==> src/rtl/bcd_score_tracker.sv <==
// Game score tracker: cascaded BCD score counter, high-score register, and a 7-segment display mux.
// Define SCORE_BLANK_EN to blank leading zero digits above the units digit.
module bcd_score_tracker #(
  parameter int DIGITS          = 4,
  parameter int TICKS_PER_POINT = 20
) (
  input  logic                  game_clk,
  input  logic                  rst,
  input  logic [1:0]            game_state,
  input  logic                  mode,
  output logic [4*DIGITS-1:0]   score_bcd,
  output logic [4*DIGITS-1:0]   high_bcd,
  output logic [7*DIGITS-1:0]   display_all,
  output logic                  new_record,
  output logic                  saturated
);

  localparam int TickW = (TICKS_PER_POINT > 1) ? $clog2(TICKS_PER_POINT) : 1;
  localparam logic [TickW-1:0] TickLast = TickW'(TICKS_PER_POINT - 1);

  typedef enum logic [1:0] {
    GsInit  = 2'd0,
    GsStart = 2'd1,
    GsEnd   = 2'd2,
    GsReset = 2'd3
  } gameState_e;

  gameState_e             state;
  logic [4*DIGITS-1:0]    score_q, score_d;
  logic [4*DIGITS-1:0]    high_q, high_d;
  logic [TickW-1:0]       tick_q, tick_d;
  logic                   prevEnd_q, prevEnd_d;
  logic                   newRecord_q, newRecord_d;
  logic [4*DIGITS-1:0]    scoreInc;
  logic                   incCarry;
  logic                   allNines;
  logic [4*DIGITS-1:0]    dispSrc;

  assign state = gameState_e'(game_state);

  function automatic logic [6:0] segOf(input logic [3:0] nib);
    logic [6:0] seg;
    case (nib)
      4'd0:    seg = 7'b1000000;
      4'd1:    seg = 7'b1111001;
      4'd2:    seg = 7'b0100100;
      4'd3:    seg = 7'b0110000;
      4'd4:    seg = 7'b0011001;
      4'd5:    seg = 7'b0010010;
      4'd6:    seg = 7'b0000010;
      4'd7:    seg = 7'b1111000;
      4'd8:    seg = 7'b0000000;
      4'd9:    seg = 7'b0010000;
      default: seg = 7'b1000000;
    endcase
    return seg;
  endfunction

  // Ripple a +1 through every digit; the carry stops at the first non-nine digit.
  always_comb begin
    scoreInc = score_q;
    incCarry = 1'b1;
    for (int i = 0; i < DIGITS; i++) begin
      if (incCarry) begin
        if (score_q[4*i +: 4] == 4'd9) begin
          scoreInc[4*i +: 4] = 4'd0;
        end else begin
          scoreInc[4*i +: 4] = score_q[4*i +: 4] + 4'd1;
          incCarry = 1'b0;
        end
      end
    end
  end

  always_comb begin
    allNines = 1'b1;
    for (int i = 0; i < DIGITS; i++) begin
      if (score_q[4*i +: 4] != 4'd9) allNines = 1'b0;
    end
  end

  always_comb begin
    score_d     = score_q;
    high_d      = high_q;
    tick_d      = tick_q;
    newRecord_d = 1'b0;
    prevEnd_d   = (state == GsEnd);
    case (state)
      GsStart: begin
        if (tick_q == TickLast) begin
          tick_d = '0;
          if (!allNines) score_d = scoreInc;
        end else begin
          tick_d = tick_q + 1'b1;
        end
      end
      // Only the first END cycle compares; packed BCD orders the same as binary.
      GsEnd: begin
        if (!prevEnd_q && (score_q > high_q)) begin
          high_d      = score_q;
          newRecord_d = 1'b1;
        end
      end
      GsReset: begin
        score_d = '0;
        tick_d  = '0;
      end
      default: ;
    endcase
  end

  always_ff @(posedge game_clk or posedge rst) begin
    if (rst) begin
      score_q     <= '0;
      high_q      <= '0;
      tick_q      <= '0;
      prevEnd_q   <= 1'b0;
      newRecord_q <= 1'b0;
    end else begin
      score_q     <= score_d;
      high_q      <= high_d;
      tick_q      <= tick_d;
      prevEnd_q   <= prevEnd_d;
      newRecord_q <= newRecord_d;
    end
  end

`ifdef SCORE_BLANK_EN
  logic leadZero;
`endif

  always_comb begin
    dispSrc     = mode ? high_q : score_q;
    display_all = '0;
`ifdef SCORE_BLANK_EN
    leadZero = 1'b1;
`endif
    for (int i = DIGITS - 1; i >= 0; i--) begin
      display_all[7*i +: 7] = segOf(dispSrc[4*i +: 4]);
`ifdef SCORE_BLANK_EN
      if (dispSrc[4*i +: 4] != 4'd0) leadZero = 1'b0;
      if (leadZero && (i != 0)) display_all[7*i +: 7] = 7'b1111111;
`endif
    end
  end

  assign score_bcd  = score_q;
  assign high_bcd   = high_q;
  assign new_record = newRecord_q;
  assign saturated  = allNines;

endmodule

==> config.mk <==
export PLATFORM = sky130hd
export DESIGN_NAME = bcd_score_tracker
export DESIGN_NICKNAME = d
export VERILOG_FILES = /design/src/rtl/bcd_score_tracker.sv
export SDC_FILE = /design/constraint.sdc
export NUM_CORES = 1
export LEC_CHECK = 0
export CAP_MARGIN = 20
export CORE_ASPECT_RATIO = 0.9
export CORE_MARGIN = 10
export CORE_UTILIZATION = 35
export CTS_CLUSTER_DIAMETER = 60
export DETAILED_ROUTE_END_ITERATION = 7
export PLACE_DENSITY_LB_ADDON = 0.12
export SETUP_SLACK_MARGIN = 0.02
export SLEW_MARGIN = 40
export SYNTH_ARGS = -nofsm -noshare
export SYNTH_HDL_FRONTEND = slang
export SYNTH_SLANG_ARGS = --single-unit
==> constraint.sdc <==
create_clock -name game_clk -period 7.3 [get_ports game_clk]
set_input_delay 1.46 -clock game_clk [delete_from_list [all_inputs] [get_ports game_clk]]
set_output_delay 1.46 -clock game_clk [all_outputs]
set_load 0.01 [all_outputs]
==> results.tsv <==
metric	value	unit
syn-cell-area	3140	µm²
synth_nets	386	
finalCoreUtilization	46.7	%
p_per_area	303	nW/µm²
avgSynthCellArea	9.25	µm²
final_common_cell	clkdlybuf4s50_1	
clock_path_buffers	2	
yosys_warnings	0	
grt_max_degree	40	
grt_pass1_vias	2699	
rows	32	
skew	16.0	ps
cts_hold_buf	0	
clock_latency	300	ps
critical_path.slowest_cell	clkdlybuf4s50_1	
crit_path_max_fanout	18	
fmax	195	MHz
power	1220	µW
dr.first_iter.drc_count	128	
async_flop_share	100	%
area.growth.synth_to_final	28.5	%
cts.sinks	39	
dieWidth	120	µm
grt_antenna_before_repair	0	
nNetsFinal	454	
crit_buf_inv	4	
synth-edff-count	0	
root_buffer	clkbuf_8	
num_vias	2713	
final_cell_mix	clkdlybuf4s50_1 (65), ha_1 (41), dfrtp_1 (39), nand2_1 (37), inv_1 (33)	
htree_levels	2	
worst_pin_slew	721	ps
status	complete, no violations	
die_h	110	µm
port_buffers	66	
antenna_left	0	
vias_per_cell	5.14	
coreArea	8650	µm²
crit_required	5840	ps
max_cap_violations	0	
rsz0062_at_grt	false	
path_cells	buf_2, buf_4, mux2i_1, inv_1, ha_1, nor2_1, a21o_1, a22oi_1, clkdlybuf4s50_1	
synth_cells	340	
first_pass_iters	4	
postCtsSetupRepairBufs	0	
period_share	70.3	%
wl_per_cell	14.9	µm
initial_core_util	36.4	%
crit_path_end_kind	primary output	
design_area	4040	µm²
overflow	0	
cp_slowest_stage_delay	500	ps
peakVddDrop	145	µV
dpl_cell_area	3930	µm²
tns	0	ps
grtUsageTotal	12.1	%
ys_types	54	
leakage	0.00185	µW
post-route-min-period	5130	ps
drc	0	
cts_made_buffers	5	
grt_pass1_wl	13.3	mm
worstPathArrival	3670	ps
dp_hpwl	6.12	mm
hold_viol	0	
synth-seq-cells	39	
fill_cells	856	
antennaDiodeCount	0	
drive_gt1_share	8.56	%
crit_family	buffers and inverters	
routed_wirelength	7.87	mm
routabilityCongestion	0.801	
crit_type	in -> out	
setup_viol	0	
ys_seq_area_share	31.0	%
start_kind	primary input	
slew_viol_final	0	
hold_ws	512	ps
pin_count	67	
hold_class	reg -> reg	
slew_headroom	51.9	%
clkSlewWorstSetupHoldPaths	80	ps
cts_tree	done	
cts_resized	0	
dieArea	13200	µm²
ys.flop_type	dfrtp_1	
## stage by stage
stage,std cells,setup slack [ps]
floorplan,340,2790
global placement,520,1520
detailed placement,520,1440
CTS,528,1430
global route,528,2000
finish,528,2170
## cell type report
cell class	count	area [µm²]	share of cell area, %
clock inverter	3	43.8	1.08
multi-input combinational	260	2000	49.6
inverter	34	128	3.16
timing repair buffer	68	671	16.6
clock buffer	5	68.8	1.70
sequential	39	976	24.2
tap	119	149	3.69
## logic make-up (layout without fill, tap and decap cells)
kind of cell / Yosys count / count (layout) / share of synthesized area [%]
buffers and inverters: 41 / 110 / 5.21
AOI/OAI and AO/OA: 81 / 81 / 17.6
adders and majority gates: 41 / 41 / 16.3
and+or+nand+nor: 98 / 98 / 16.3
muxes: 40 / 40 / 13.5
DFF: 39 / 39 / 31.0
## metal layers
| metal | wire length (µm) | GRT usage [%] | up-vias |
|---|---|---|---|
| met5 | 0 | 0 | - |
| met4 | 61 | 3.10 | 0 |
| met3 | 418 | 3.79 | 5 |
| met2 | 3610 | 19.3 | 49 |
| met1 | 3780 | 15.7 | 1289 |
| li1 | - | - | 1370 |
## sequential cells by signal, summed over array words and instances, names as in the netlist
name / cells
high_bcd: 16
new_record: 1
prevEnd_q: 1
score_bcd: 16
tick_q: 5
## cells in the mapped netlist, drive strengths merged, types with 3 or more instances
| cell type | instances | area (µm²) |
|---|---|---|
| and3 | 9 | 56.3 |
| nand2b | 4 | 25.0 |
| a31oi | 3 | 33.8 |
| o211ai | 6 | 50.1 |
| dfrtp | 39 | 976 |
| a21boi | 3 | 22.5 |
| a22oi | 3 | 22.5 |
| mux2 | 20 | 225 |
| nand4 | 6 | 37.5 |
| a21oi | 9 | 45.0 |
| ha | 41 | 513 |
| nand3b | 3 | 22.5 |
| o21ai | 32 | 160 |
| and2 | 6 | 37.5 |
| and3b | 4 | 35.0 |
| a211oi | 3 | 22.5 |
| nand2 | 37 | 139 |
| nor2 | 13 | 48.8 |
| inv | 34 | 128 |
| buf | 4 | 25.0 |
| nand3 | 5 | 25.0 |
| a21o | 3 | 22.5 |
| clkbuf | 3 | 11.3 |
| mux2i | 20 | 200 |
| o31ai | 3 | 22.5 |
## power by group
| part | internal, µW | switching, µW | leakage (µW) |
|---|---|---|---|
| clock | 102 | 84.9 | 0.0000581 |
| combinational | 370 | 335 | 0.00127 |
| sequential | 264 | 68.4 | 0.000520 |
## path summary, 6_finish.rpt
kind / from / to / slack (ps) / cells past startpoint
setup / recovery: mode / display_all[20] / 2170 / 9
hold / removal: tick_q[0] / tick_q[0] / 510 / 1
setup reg to reg: score_bcd[14] / high_bcd[2] / 4530 / 6
hold reg to reg: tick_q[0] / tick_q[0] / 510 / 1
max in group asynchronous: rst / score_bcd[5] / 5350 / 3
min in group asynchronous: rst / score_bcd[14] / 1590 / 3
Power figures use the tool's default switching activity.
==> RTL edit, RTL diff (same settings) <==
Put one more register stage on the output `high_bcd`, with the module's reset. The value now appears one clock later. The other outputs are not delayed to match.
--- a/src/rtl/bcd_score_tracker.sv
+++ b/src/rtl/bcd_score_tracker.sv
@@ -145,7 +145,13 @@
   end
 
   assign score_bcd  = score_q;
-  assign high_bcd   = high_q;
+  always_ff @(posedge game_clk or posedge rst) begin
+    if (rst) begin
+      high_bcd <= '0;
+    end else begin
+      high_bcd <= high_q;
+    end
+  end
   assign new_record = newRecord_q;
   assign saturated  = allNines;
 
Check against the original RTL: same outputs for any inputs over 10 cycles, from zero or initial values and one cycle with rst high; that may be too few to reach the edited logic, so the function may still have changed.
==> RTL edit against the unedited design <==
Cell area grew 12%. Routed wire length grew 3.8%. Sequential cell count grew 16. Setup slack lost 210 ps. Register-to-register slack gained 50 ps. Final cell count grew 4.9%. Area after synthesis grew 14%. Synthesized cell count grew 5.9%.
Power is not compared: it rests on default switching activity, and its combinational part moved more than twofold at a synthesized area within 25%.
==> RTL edit: results (changes against the unedited design) <==
<table>
<tr><th>Metric</th><th>Value</th></tr>
<tr><th colspan="2">Synth</th></tr>
<tr><td>Largest cells by area after synthesis</td><td>sky130_fd_sc_hd__dfrtp_1 38%, sky130_fd_sc_hd__ha_1 14%, sky130_fd_sc_hd__mux2i_1 5.3%, sky130_fd_sc_hd__o21ai_0 4.3%, sky130_fd_sc_hd__mux2_2 4.1% (was sky130_fd_sc_hd__dfrtp_1 31%, sky130_fd_sc_hd__ha_1 16%, sky130_fd_sc_hd__mux2i_1 6.4%, sky130_fd_sc_hd__mux2_2 5.4%, sky130_fd_sc_hd__o21ai_0 4.9%)</td></tr>
<tr><td>Total nets after synthesis</td><td>406 (was 386)</td></tr>
<tr><td>Sequential-to-total area share from yosys stat</td><td>38.4% (was 31.0%)</td></tr>
<tr><td>Cell variety after synth</td><td>51 (was 54)</td></tr>
<tr><th colspan="2">Outcome</th></tr>
<tr><td>Outcome</td><td>finished clean (unchanged)</td></tr>
<tr><th colspan="2">GRT</th></tr>
<tr><td>Largest net degree at the start of global routing</td><td>56 (was 40)</td></tr>
<tr><td>Via count of the first global-routing pass</td><td>2713 (was 2699)</td></tr>
<tr><td>Overall routing resource usage</td><td>11.1% (was 12.1%)</td></tr>
<tr><th colspan="2">Routing</th></tr>
<tr><td>Vias</td><td>2785 (was 2713)</td></tr>
<tr><td>Wire per inst</td><td>14.7 µm (was 14.9 µm)</td></tr>
<tr><td>Number of DRC markers in iteration 0</td><td>102 (was 128)</td></tr>
<tr><th colspan="2">Placed design</th></tr>
<tr><td>Post-place instance area</td><td>4380 µm² (was 3930 µm²)</td></tr>
<tr><td>GPL Wtd Cong</td><td>0.744 (was 0.801)</td></tr>
<tr><td>Total half-perimeter wirelength after legalization and detailed placement</td><td>6.10 mm (was 6.12 mm)</td></tr>
<tr><th colspan="2">Setup path</th></tr>
<tr><td>Arrival @ worst endpoint</td><td>3880 ps (was 3670 ps)</td></tr>
<tr><td>Critical path peak fanout</td><td>24 (was 18)</td></tr>
<tr><th colspan="2">Finish</th></tr>
<tr><td>Fraction of final layout cells sized beyond drive strength 1</td><td>8.88% (was 8.56%)</td></tr>
<tr><th colspan="2">Clocking</th></tr>
<tr><td>Clock root buffer</td><td>sky130_fd_sc_hd__clkbuf_16 (was sky130_fd_sc_hd__clkbuf_8)</td></tr>
<tr><td>Clk pin slew, worst setup/hold paths</td><td>60 ps (was 80 ps)</td></tr>
<tr><th colspan="2">STA</th></tr>
<tr><td>Worst slew margin relative to its limit</td><td>46.8% (was 51.9%)</td></tr>
</table>
-- RTL edit: final cells by class --
cell class,instances,area [µm²]
Clock buffer,8,156
Fill cell,973,5300
Inverter,37,139
Multi-Input combinational cell,260,2030
Sequential cell,55,1380
Tap cell,126,158
Timing Repair Buffer,68,676
-- RTL edit: worst max-delay path, cell delays in order --
cell	delay, ps
sky130_fd_sc_hd__clkdlybuf4s50_1	460
sky130_fd_sc_hd__buf_4	320
sky130_fd_sc_hd__mux2i_1	410
sky130_fd_sc_hd__inv_1	140
sky130_fd_sc_hd__ha_1	220
sky130_fd_sc_hd__nor2_1	170
sky130_fd_sc_hd__a21o_1	120
sky130_fd_sc_hd__a22oi_1	60
sky130_fd_sc_hd__clkdlybuf4s50_1	500
-- RTL edit: logic make-up after synthesis --
family                     count (synthesis)  share of synthesized area [%]
adders and majority gates                 41                           14.3
DFF                                       55                           38.4
and+or+nand+nor                          102                           16.3
buffers and inverters                     45                           4.99
muxes                                     37                           11.5
AOI/OAI and AO/OA                         76                           13.5
xor gates and xnor gates                   4                          0.978
-- RTL edit: path summary, 6_finish.rpt --
path / slack [ps] / end / startpoint / cells after the start
max in group asynchronous: 5150 / high_bcd[8] / rst / 3
min in group asynchronous: 1690 / score_bcd[2] / rst / 3
hold / removal: 420 / high_bcd[13] / high_q[13] / 0
setup reg to reg: 4580 / high_q[14] / score_bcd[6] / 5
hold reg to reg: 420 / high_bcd[13] / high_q[13] / 0
setup / recovery: 1960 / display_all[20] / mode / 9
-- RTL edit: layer usage --
| layer | global-route usage (%) | vias up | wire, µm |
|---|---|---|---|
| li1 | - | 1404 | - |
| met1 | 14.8 | 1310 | 3830 |
| met2 | 17.4 | 63 | 3690 |
| met3 | 3.70 | 8 | 593 |
| met4 | 2.05 | 0 | 57 |
| met5 | 0 | - | 0 |
-- RTL edit: power by group through the flow --
| stage | clock, W | combinational (W) | sequential, W |
|---|---|---|---|
| global route | 0.000274 | 0.0000648 | 0.000314 |
| floorplan | 0 | 0.0000369 | 0.000318 |
| finish | 0.000250 | 0.0000563 | 0.000313 |
| CTS | 0.000260 | 0.0000579 | 0.000313 |
| detailed placement | 0 | 0.0000577 | 0.000319 |
| global placement | 0 | 0.0000568 | 0.000319 |
-- RTL edit: through the flow --
step	std cells	hold slack (ps)	total power (W)	utilization, %	setup slack [ps]
after floorplan	360	374	0.000355	-	2790
after global placement	546	404	0.000375	44.5	1990
after detailed placement	546	396	0.000377	44.5	1960
after CTS	554	413	0.000631	46.1	1960
after global routing	554	433	0.000652	46.1	1730
final	554	416	0.000620	46.1	1960
